File: config.mk
export PLATFORM = sky130hd
export DESIGN_NAME = wb16_rr_arbiter
export DESIGN_NICKNAME = d
export VERILOG_FILES = /design/src/rtl/wb16_arb_pkg.sv /design/src/rtl/wb16_rr_arbiter_pick.sv /design/src/rtl/wb16_rr_arbiter.sv
export SDC_FILE = /design/constraint.sdc
export NUM_CORES = 1
export LEC_CHECK = 0
export ABC_AREA = 1
export BUFFER_PORTS_ARGS = -buffer_cell sky130_fd_sc_hd__buf_2
export CAP_MARGIN = 30
export CORE_AREA = 2 2 82 84
export DETAILED_ROUTE_END_ITERATION = 8
export DIE_AREA = 0 0 84 86
export PLACE_DENSITY = 0.68
export SYNTH_ARGS = -nofsm -noshare
export SYNTH_HDL_FRONTEND = slang
export SYNTH_SLANG_ARGS = --single-unit
File: constraint.sdc
create_clock -name clk -period 2.4 [get_ports clk]
set_input_delay 0 -clock clk [delete_from_list [all_inputs] [get_ports clk]]
set_output_delay 0 -clock clk [all_outputs]
set_load 0.01 [all_outputs]
File: src/rtl/wb16_arb_pkg.sv
// Shared types, Wishbone cycle-type codes and the round-robin pick function
// for the 16-bit Wishbone arbiter family.
package wb16_arb_pkg;

    typedef enum logic {
        IDLE  = 1'b0,
        GRANT = 1'b1
    } arb_state_t;

    localparam logic [2:0] CTI_CLASSIC = 3'b000;
    localparam logic [2:0] CTI_INCR    = 3'b010;
    localparam logic [2:0] CTI_EOB     = 3'b111;

    localparam int MAX_N = 4;

    // One-hot winner: first requester found scanning from last+1 modulo n.
    function automatic logic [MAX_N-1:0] rr_pick(
        input logic [MAX_N-1:0] req,
        input logic [1:0]       last,
        input int               n
    );
        logic [MAX_N-1:0] g;
        logic [1:0]       idx;
        logic             found;
        g     = '0;
        found = 1'b0;
        for (int k = 1; k <= MAX_N; k++) begin
            if (k <= n) begin
                idx = 2'((int'(last) + k) % n);
                if (!found && req[idx]) begin
                    g[idx] = 1'b1;
                    found  = 1'b1;
                end
            end
        end
        return g;
    endfunction

endpackage

File: src/rtl/wb16_rr_arbiter_pick.sv
// Combinational round-robin priority encoder: one-hot grant plus its binary
// index, reusable by any arbiter with up to four requesters.
module rr_pick_n
    import wb16_arb_pkg::*;
#(
    parameter int N = 2,
    localparam int LW = (N > 2) ? 2 : 1
) (
    input  logic [N-1:0]  req,
    input  logic [LW-1:0] last,
    output logic [N-1:0]  gnt,
    output logic [LW-1:0] idx
);

    logic [MAX_N-1:0] req_ext;
    logic [MAX_N-1:0] gnt_ext;

    always_comb begin
        req_ext        = '0;
        req_ext[N-1:0] = req;
        gnt_ext        = rr_pick(req_ext, 2'(last), N);
        gnt            = gnt_ext[N-1:0];
        idx            = '0;
        for (int i = 0; i < N; i++) begin
            if (gnt_ext[i]) idx = LW'(i);
        end
    end

endmodule

File: src/rtl/wb16_rr_arbiter.sv
// Round-robin Wishbone arbiter: up to four masters share one slave port, with
// the grant held per bus cycle and a transfer quota enforced at burst boundaries.
module wb16_rr_arbiter
    import wb16_arb_pkg::*;
#(
    parameter int N     = 2,
    parameter int QUOTA = 16,
    parameter int AW    = 32,
    parameter int DW    = 16,
    localparam int SW   = DW / 8,
    localparam int LW   = (N > 2) ? 2 : 1
) (
    input  logic            clk,
    input  logic            rst,
    input  logic [N-1:0]    s_cyc,
    input  logic [N-1:0]    s_stb,
    input  logic [N-1:0]    s_we,
    input  logic [N*AW-1:0] s_adr,
    input  logic [N*DW-1:0] s_dat_ms,
    input  logic [N*SW-1:0] s_sel,
    input  logic [N*3-1:0]  s_cti,
    input  logic [N*2-1:0]  s_bte,
    output logic [N-1:0]    s_ack,
    output logic [DW-1:0]   s_dat_sm,
    output logic            m_cyc,
    output logic            m_stb,
    output logic            m_we,
    output logic [AW-1:0]   m_adr,
    output logic [DW-1:0]   m_dat_ms,
    output logic [SW-1:0]   m_sel,
    output logic [2:0]      m_cti,
    output logic [1:0]      m_bte,
    input  logic            m_ack,
    input  logic [DW-1:0]   m_dat_sm,
    output logic [N-1:0]    gnt
);

    localparam logic [7:0]    QMAX     = 8'(QUOTA);
    localparam logic [7:0]    QLAST    = 8'(QUOTA - 1);
    localparam logic [LW-1:0] LAST_RST = LW'(N - 1);

    arb_state_t    state_reg, state_next;
    logic [N-1:0]  gnt_reg, gnt_next;
    logic [LW-1:0] last_reg, last_next;
    logic [7:0]    cnt_reg, cnt_next;

    logic [N-1:0]  pick_gnt;
    logic [LW-1:0] pick_idx;
    logic          acked;
    logic          boundary;
    logic          others_req;
    logic          force_rel;

    logic [AW-1:0] adr_a [N];
    logic [DW-1:0] dat_a [N];
    logic [SW-1:0] sel_a [N];
    logic [2:0]    cti_a [N];
    logic [1:0]    bte_a [N];

    genvar gi;
    generate
        for (gi = 0; gi < N; gi++) begin : g_slice
            assign adr_a[gi] = s_adr[gi*AW +: AW];
            assign dat_a[gi] = s_dat_ms[gi*DW +: DW];
            assign sel_a[gi] = s_sel[gi*SW +: SW];
            assign cti_a[gi] = s_cti[gi*3 +: 3];
            assign bte_a[gi] = s_bte[gi*2 +: 2];
        end
    endgenerate

    rr_pick_n #(.N(N)) u_pick (
        .req  (s_cyc),
        .last (last_reg),
        .gnt  (pick_gnt),
        .idx  (pick_idx)
    );

    // last_reg doubles as the granted index while in GRANT.
    always_comb begin
        m_cyc    = 1'b0;
        m_stb    = 1'b0;
        m_we     = 1'b0;
        m_adr    = '0;
        m_dat_ms = '0;
        m_sel    = '0;
        m_cti    = '0;
        m_bte    = '0;
        s_ack    = '0;
        if (state_reg == GRANT) begin
            m_cyc           = s_cyc[last_reg];
            m_stb           = s_stb[last_reg];
            m_we            = s_we[last_reg];
            m_adr           = adr_a[last_reg];
            m_dat_ms        = dat_a[last_reg];
            m_sel           = sel_a[last_reg];
            m_cti           = cti_a[last_reg];
            m_bte           = bte_a[last_reg];
            s_ack[last_reg] = m_ack;
        end
    end

    assign s_dat_sm = m_dat_sm;
    assign gnt      = gnt_reg;

    assign acked      = m_ack & m_stb;
    assign boundary   = (m_cti == CTI_CLASSIC) || (m_cti == CTI_EOB);
    assign others_req = |(s_cyc & ~gnt_reg);
    assign force_rel  = acked && (cnt_reg >= QLAST) && boundary && others_req;

    always_comb begin
        state_next = state_reg;
        gnt_next   = gnt_reg;
        last_next  = last_reg;
        cnt_next   = cnt_reg;
        case (state_reg)
            IDLE: begin
                if (|s_cyc) begin
                    state_next = GRANT;
                    gnt_next   = pick_gnt;
                    last_next  = pick_idx;
                    cnt_next   = '0;
                end
            end
            GRANT: begin
                if (acked && (cnt_reg < QMAX)) cnt_next = cnt_reg + 8'd1;
                // A quota release leaves one dead cycle so the next winner
                // is chosen from a clean IDLE arbitration.
                if (!m_cyc || force_rel) begin
                    state_next = IDLE;
                    gnt_next   = '0;
                end
            end
            default: begin
                state_next = IDLE;
                gnt_next   = '0;
            end
        endcase
    end

    always_ff @(posedge clk or posedge rst) begin
        if (rst) begin
            state_reg <= IDLE;
            gnt_reg   <= '0;
            last_reg  <= LAST_RST;
            cnt_reg   <= '0;
        end else begin
            state_reg <= state_next;
            gnt_reg   <= gnt_next;
            last_reg  <= last_next;
            cnt_reg   <= cnt_next;
        end
    end

endmodule

* Word level (Yosys, flattened, before mapping)
Index checks and enable logic that the tools add are counted.
Widths: inputs -> output; s select.
** Cells by class
- Add/subtract/negate cells :: 3
- $lt $le $gt $ge :: 9
- Equal/unequal tests :: 4
- Multiplexer cells :: 53
- Bitwise operators :: 9
- Reductions and logical operators :: 18
** Operators by type and width (number)
- $mux 32 :: 4
- $mux 16 :: 4
- $mux 2 :: 13
- $mux 1 :: 18
- $mux 8 :: 2
- $pmux 8 s2 :: 1
- $mux 3 :: 4
- $add 8x1->8 const B :: 1
- $ge 8x4->1 const B :: 1
- $logic_and 1x1->1 :: 8
- $lt 8x5->1 const B :: 1
- $lt 2x3->1 const B :: 2
- $reduce_and 2->1 :: 3
- $and 2x2->2 :: 2
- $bmux 1 s2 :: 2
- $demux 1 s2 :: 2
- $ge 2x1->1 const B :: 2
- $ne 2x1->1 const B :: 2
- $pmux 2 s2 :: 1
- $reduce_or 2->1 :: 2
- $eq 3x3->1 const B :: 1
- $logic_not 3->1 :: 1
- $add 1x1->1 const B :: 2
- $and 1x1->1 const A :: 2
- other kinds (13) :: 15
** Word-level totals
- Register bits :: 12
- Bits of input ports :: 135
- Output and inout port bits :: 78
- Word-level logic and storage cells :: 100

* Longest topological paths before layout
Gate-level depths: netlist of the first run.
- Depth in word-level cells :: 12
- Gate-level depth with buffers :: 12
- Gate-level depth less buffers :: 11

* Cells and area by module
A second synthesis of the first run with hierarchy kept.
** Second synthesis, totals
- Cells, all modules :: 303
- Area, all modules :: 1764.2 um^2
** By module, submodules not included
- wb16_rr_arbiter :: instances 1, cells each 298, area each 1729.2 um^2, sequential area each 301.5 um^2
- rr_pick_n :: instances 1, cells each 5, area each 35.0 um^2, sequential area each 0.0 um^2

* Worst setup path after synthesis of the first run
OpenSTA, ideal clock, no wires.
- Path kind :: reg2reg
- From :: register last_reg
- To :: register gnt_reg[1], in the netlist gnt[1]
- Library setup time :: 0.066 ns
- Arrival time :: 1.381 ns
- Data required time :: 2.334 ns
- Path slack :: 0.953 ns
- Cell stages (with the launch flop) :: 9
- Path buffers :: 2
- Clock period less this slack :: 1.447 ns
- Cell sequence :: dfstp_2 buf_6 buf_6 nand2_1 o22ai_1 nand2_1 nand2_1 nand3_1 nand2_1
** On the way
- Elaborated cells between the ends (all ways) :: 48
- Classes of those cells :: add/sub (2); order compare (4); eq/ne (2); mux (23); bitwise (5); reduce/logical (12)
** RTL lines
- start: declaration :: RTL line wb16_rr_arbiter.sv:44 : logic [LW-1:0] last_reg, last_next;
- start signal: assignment :: RTL line wb16_rr_arbiter.sv:149 : last_reg <= last_next;
- $mux 1 (implied by the code) (2 in a row) :: RTL line wb16_rr_arbiter.sv:90 : m_cyc = s_cyc[last_reg];
- $mux 1 :: RTL line wb16_rr_arbiter.sv:89 : if (state_reg == GRANT) begin
- named net m_cyc :: RTL line wb16_rr_arbiter.sv:25 : output logic m_cyc,
- $logic_not 1->1 :: RTL line wb16_rr_arbiter.sv:128 : if (!m_cyc || force_rel) begin
- $logic_or 1x1->1 :: RTL line wb16_rr_arbiter.sv:128
- $ne 2x1->1 (no source line)
- $reduce_and 2->1 (no source line)
- end signal: assignment :: RTL line wb16_rr_arbiter.sv:148 : gnt_reg <= gnt_next;
- end: declaration :: RTL line wb16_rr_arbiter.sv:43 : logic [N-1:0] gnt_reg, gnt_next;
The timed path passes the listed nets, and every way through them passes these cells. The select of a mux whose other input is x is not followed.
A chain may end at the register's enable or synchronous reset.

* Final worst setup path of the first run
- From :: register last_reg
- To :: register gnt_reg[1], in the netlist gnt[1]
** On the way
- Longest elaborated chain between the ends :: 12
- Elaborated cells between the ends (all ways) :: 48
- Classes of those cells :: add/sub (2); order compare (4); eq/ne (2); mux (23); bitwise (5); reduce/logical (12)
** RTL lines
- parallel branches: the longest is 12 deep, another holds $lt 2x3->1
Parallel ways; which one is timed is not known. The select of a mux whose other input is x is not followed.

==> run summary, run 1 <==
Status: finished clean
Reg2reg end: gnt[1]
Static Leak: 1.51 nW
Worst-path maximum fanout: 62
Metal1 wirelength: 2.28 mm
WL met2: 3.00 mm
Total GRT Usage: 0.152
Yosys reg bits: 12
Placed cell count: 519
DRT Wirelength: 5.82 mm
Rel. slew slack: 0.687
CTS tree: built
Max reg flops: 8
Peak VDD IR: 0.506 mV
R2R cell count: 11
Worst-path clk slew: 0.05 ns
WL met3: 469 µm
Hold path depth: 0
Hold_buf cts: 1
Worst setup SP type: register
Final Cell Area: 2480 µm²
Post-Syn Area: 1620 µm²
CTS max path bufs: 2
Clk Latency, worst-skew pair: 0.24 ns
Post-CTS Setup Bufs: 0
# fillers: 692
Initial core utilization: 0.258
Fmax: 573 MHz
Ant diodes: 0
Max-slew violation count: 0
Post-Layout Cell Count: 524
CP Class: register to register
Setup WS post-layout: 0.655 ns
Clock H-tree levels: 1
Register Area: 302 µm²
Worst reg2reg setup slack: 0.66 ns
Highest Signal Layer: met4
Total Power: 2.52 mW
Initial drt markers: 53
Final min period: 1.74 ns
Pre-Repair DR Iteration Count: 4
Routed vias: 2354
Core region area: 6280 µm²
Hold Path Origin: m_dat_sm[11]
Power per Cell Area: 1010 nW/µm²
Overflow after GRT: 0
Final setup viols: 0
Residual DRC: 0
Post-Route Utilization: 0.396
Antenna-violating nets left: 0
Die Y: 86 µm
Die ar.: 7220 µm²
Worst Skew: 0.00502 ns
Die width: 84 µm
DP HPWL: 4.68 mm
Library cells used by synthesis: 25
Setup repair after global routing missed its margin: false
Mapped Cells: 294
CTS buffer count: 3
First-pass GRT wire length: 9.31 mm
Vias per Instance: 4.49
Setup Slack @ Placement: 0.664 ns
Fin Setup TNS: 0 ns
Layout cell share with drive strength beyond 1: 0.445
IO buf count: 180
Fin. Hold Viols: 0
Min-Delay Path Class: input pin to output pin
GPL Wtd Cong: 0.763
Drt wl/cell: 11.1 µm
IO Pins: 213
Syn Nets: 430
CP endpoint kind: register
Measured slew at the worst slew-check pin: 0.469 ns
Synth Warn #: 0
Sequential share of the synthesized area: 0.186
Hold slack: 0.00000283 ns
Rows: 29
Number of max-cap violations: 0
Largest net degree at the start of global routing: 63
Period utilization: 0.727
Vias in the first global route: 2151
DP Area: 2420 µm²
Crit path DAT: 1.86 ns
Initial antenna violation count: 0
Root Buffer: clkbuf_8
Clock sink count: 12
Mapped Avg Cell Area: 5.51 µm²
CP required: 2.52 ns
Synthesis-to-layout area growth: 53.4%
Fin nets: 584
Hold Crit Endpoint: s_dat_sm[11]
Multi-input gate area: 1030 µm²
Post-CTS sizing: 0
RR Startpoint: last_reg
[cell usage after synthesis (all sizes together)]
library cell    n  area [µm²]
nand2         138         536
dfstp           1        26.3
xor2            1        8.76
dfrtp          11         275
inv            14        57.6
o211ai          2        15.0
ha              1        12.5
o21ai           4        23.8
buf            29         201
clkbuf          7        26.3
nand4           1        12.5
a21oi          55         287
o22ai           1        6.26
nand3          16        80.1
nor2           13        51.3
[layout by cell type, fill, tap and decap left out]
cell type	netlist	routed
ha_1	1	1
clkbuf_8	0	4
o211ai_1	2	2
inv_1	11	11
o21ai_0	3	3
a21oi_1	54	54
xor2_1	1	1
inv_2	2	2
nand4_2	1	1
nand3_1	16	16
a21oi_4	1	1
inv_6	1	1
dlygate4sd3_1	0	1
o22ai_1	1	1
buf_2	8	180
nand2_1	135	135
nor2_1	12	12
o21ai_2	1	1
nor2_2	1	1
buf_4	16	4
nand2_2	1	1
nand2_4	2	2
dfrtp_1	11	11
dfstp_2	1	1
[critical path, stage by stage, from the launching register on]
cell and delay, ns:
dfstp_2 0.67, inv_6 0.20, nand3_1 0.13, nand2_1 0.09, inv_1 0.06, nand3_1 0.06
nand2_1 0.07, nand2_1 0.05, nand2_1 0.08, nand2_1 0.07, nand3_1 0.08, nand2_1 0.05
[per-layer routing]
layer | GRT usage | up-vias
met1 | 0.171 | 1008
met2 | 0.293 | 112
met5 | 0 | -
li1 | - | 1227
met3 | 0.0279 | 7
met4 | 0.0381 | 0
[power by group]
| part | total [mW] | internal (mW) | switching, mW |
|---|---|---|---|
| clock network | 0.221 | 0.145 | 0.0763 |
| registers | 0.351 | 0.258 | 0.0924 |
| logic | 1.95 | 0.715 | 1.23 |
| total | 2.52 | 1.12 | 1.40 |
[how the worst max path moves through the flow]
stage,slack (ns),endpoint,startpoint
after CTS,0.62,m_adr[11],last_reg
after global routing,0.48,gnt[1],last_reg
final,0.66,gnt[1],last_reg
after floorplan,0.95,gnt[1],last_reg
after detailed placement,0.66,gnt[1],last_reg
after global placement,0.73,gnt[1],last_reg
[final cells by class]
cell class / instances / area share
clock buffer: 4 / 0.0222
inverter: 14 / 0.0232
multi-input combinational: 232 / 0.416
sequential: 12 / 0.121
tap: 77 / 0.0388
timing repair buffer: 185 / 0.379
[cell families (layout without fill, tap and decap cells)]
family,Yosys count,count (layout),synth area share
adders and majority gates,1,1,0.00773
xor gates and xnor gates,1,1,0.00541
buffers and inverters,50,203,0.176
and+or+nand+nor,168,168,0.420
DFF,12,12,0.186
AOI/OAI and AO/OA,62,62,0.205
Power figures use the tool's default switching activity.
==> inputs of run 2 (changes only) <==
Settings changed: ABC_AREA 1 to 0, CORE_AREA 2 2 82 84 to 2 2 83 85, DIE_AREA 0 0 84 86 to 0 0 85 87, PLACE_DENSITY 0.68 to 0.66.
Clock period 2.4 ns to 1.8 ns, I/O delays scaled along.
==> run 2 against run 1 <==
Compared with the run above: combinational power increased by 37%; global-route usage fell by 0.43 points; clock power is 15% higher; sequential share of layout area fell by 0.26 points; non-clock buffer count is 4 higher; clock skew shrank 0.0019 ns; total power up 35%; synthesized cell count fell by 27%; critical path depth is 7 lower; sequential cell count is the same; routed wire length grew 6.3%; critical path type unchanged.
==> run summary, run 2 <==
Worst-path maximum fanout: 4
Final min period: 1.76 ns
Worst-path clk slew: 0.05 ns
Min-Delay Path Class: input pin to output pin
First-pass GRT wire length: 8.97 mm
Worst Skew: 0.00308 ns
Fmax: 567 MHz
Sequential share of the synthesized area: 0.189
Pre-Repair DR Iteration Count: 4
Final setup viols: 0
Core region area: 6570 µm²
CTS max path bufs: 2
Syn Nets: 351
Post-CTS Setup Bufs: 0
CP cell instances: or4_4 > o31a_1 > or3_1 > a21oi_2
Post-synth top cells: 64 x nor2_1, 58 x mux2i_1, 16 x buf_4
GPL Wtd Cong: 0.827
Initial antenna violation count: 0
Mapped Avg Cell Area: 7.42 µm²
IO Pins: 213
# fillers: 693
Number of max-cap violations: 0
Post-Route Utilization: 0.391
Post-Layout Cell Count: 458
Clock share of power: 0.074
Largest net degree at the start of global routing: 57
Fin Setup TNS: 0 ns
Die ar.: 7400 µm²
Drt wl/cell: 13.5 µm
Hold path depth: 0
Post-synth ARST share: 1.00
Measured slew at the worst slew-check pin: 0.462 ns
Setup repair after global routing missed its margin: true
Total GRT Usage: 0.147
Library cells used by synthesis: 30
Peak VDD IR: 0.790 mV
Yosys top cell by area: mux2i_1
Overflow after GRT: 0
Layout cell share with drive strength beyond 1: 0.521
Count leader, synth: nor2_1
Static Leak: 1.62 nW
CTS tree: built
Synth top area share: 0.364
Leading post-synthesis cells by cell area: mux2i_1 36%, dfrtp_1 17%, nor2_1 15%, buf_4 7.5%, nand2_1 2.1%
Clock sink count: 12
Fin. Hold Viols: 0
Yosys reg bits: 12
DRT Wirelength: 6.18 mm
Initial core utilization: 0.243
Vias per Instance: 4.53
CP required: 1.97 ns
Routed vias: 2073
Top Family by Delay on Critical Path: simple AND/OR/NAND/NOR gates
Die width: 85 µm
Period utilization: 0.981
Commonest cells after routing, fill and taps aside: 180 x buf_2, 64 x nor2_1, 58 x mux2i_1, 11 x dfrtp_1, 9 x nand2_1
Mapped Cells: 215
Post-Syn Area: 1600 µm²
Worst setup SP type: register
Synth Warn #: 0
CP peak stage delay: 0.54 ns
Max-slew violation count: 0
Root Buffer: clkbuf_8
Residual DRC: 0
CTS buffer count: 3
Ant diodes: 0
Fin nets: 515
Antenna-violating nets left: 0
CP Class: register to register
Combinational share of power: 0.787
Primary FF master, synth: dfrtp_1
Critical path depth: 4
Initial drt markers: 57
Die Y: 87 µm
Post-synth EDFFs: 0
Commonest non-fill, non-tap cell in the layout: buf_2
Status: finished clean
Clock H-tree levels: 1
Clk Latency, worst-skew pair: 0.24 ns
Synthesis-to-layout area growth: 61.0%
Rows: 30
Power per Cell Area: 1330 nW/µm²
CP endpoint kind: register
Placed cell count: 453
Worst Path Buf+Inv: 0
Max reg flops: 8
Crit path max-delay cell type: or4_4
NetSw: 1.70 mW
Rel. slew slack: 0.692
Crit path DAT: 1.93 ns
Hold slack: 0.00000327 ns
R2R cell count: 4
Vias in the first global route: 1883
Register share of total power: 0.139
DP HPWL: 5.13 mm
IO buf count: 180
Switching Fraction: 0.499
Internal power: 1.71 mW
[run 2: changes by cell type after synthesis, sizes merged, moves of 2 or more]
cell,previous run,this run
nor2b,0,2
and2,0,3
inv,14,5
a21oi,55,5
mux2i,0,58
buf,29,23
nand2,138,9
a31oi,0,2
nand3,16,1
o31ai,0,2
and3,0,2
nor2,13,64
or3,0,3
o211ai,2,4
[run 2: final timing paths]
path | slack [ns] | to | from
max | 0.04 | cnt_reg[3] | cnt_reg[7]
min in group asynchronous | 0.32 | gnt[1] | rst
max in group asynchronous | 1.14 | last_reg | rst
max reg2reg | 0.04 | cnt_reg[3] | cnt_reg[7]
min reg2reg | 0.49 | cnt_reg[6] | cnt_reg[6]
min | 0.000003 | s_dat_sm[11] | m_dat_sm[11]
[run 2: stage by stage]
step | worst slack [ns] | power [mW] | cell area (µm²)
4_1_cts | 0.0313 | 3.44 | 2560
3_3_place_gp | 0.00395 | 3.11 | 2490
2_1_floorplan | 0.00207 | 2.16 | 1600
6_report | 0.0350 | 3.41 | 2570
5_1_grt | -0.0301 | 3.70 | 2570
3_5_place_dp | -0.00000877 | 3.16 | 2490
[run 2: routing by layer]
metal | track usage | share of wire | up-vias
met5 | 0 | 0 | -
met4 | 0.0375 | 0.012 | 0
met3 | 0.0455 | 0.12 | 12
met2 | 0.234 | 0.46 | 112
met1 | 0.195 | 0.41 | 908
li1 | - | - | 1041
[run 2: final cells by class]
cell class	count	area (µm²)	area share
multi-input cells	168	1100	0.430
repair buffers	189	995	0.387
flip-flops and latches	12	305	0.119
well taps	80	100	0.0390
clock buffers	4	45.0	0.0175
inverters	5	18.8	0.00731
[run 2: what timing repair did]
action / in CTS / in global routing
endpoints found under the hold margin: 11 / 0
pin swaps: 1 / 4
endpoints found under the setup margin: 9 / 4
hold buffers: 1 / 0
gates resized for setup: 2 / 4
[run 2: power groups by stage]
stage               clock (mW)  combinational (mW)  sequential [mW]
floorplan                    0                1.75            0.412
global placement             0                2.64            0.468
detailed placement           0                2.69            0.471
CTS                      0.261                2.71            0.472
global route             0.270                2.94            0.495
finish                   0.254                2.68            0.473
[run 2: worst register-to-register path, cell delays in order (launching register included)]
cell and delay (ns):
dfrtp_1 0.37, or4_4 0.54, o31a_1 0.34, or3_1 0.33, a21oi_2 0.12
[run 2: kinds of logic (layout without fill, tap and decap cells)]
kind of cell | after synthesis | count (layout) | synth area share
muxes | 58 | 58 | 0.364
adders and majority gates | 1 | 1 | 0.00784
and+or+nand+nor | 87 | 87 | 0.229
buffers and inverters | 35 | 198 | 0.123
AOI/OAI and AO/OA | 22 | 22 | 0.0871
DFF | 12 | 12 | 0.189
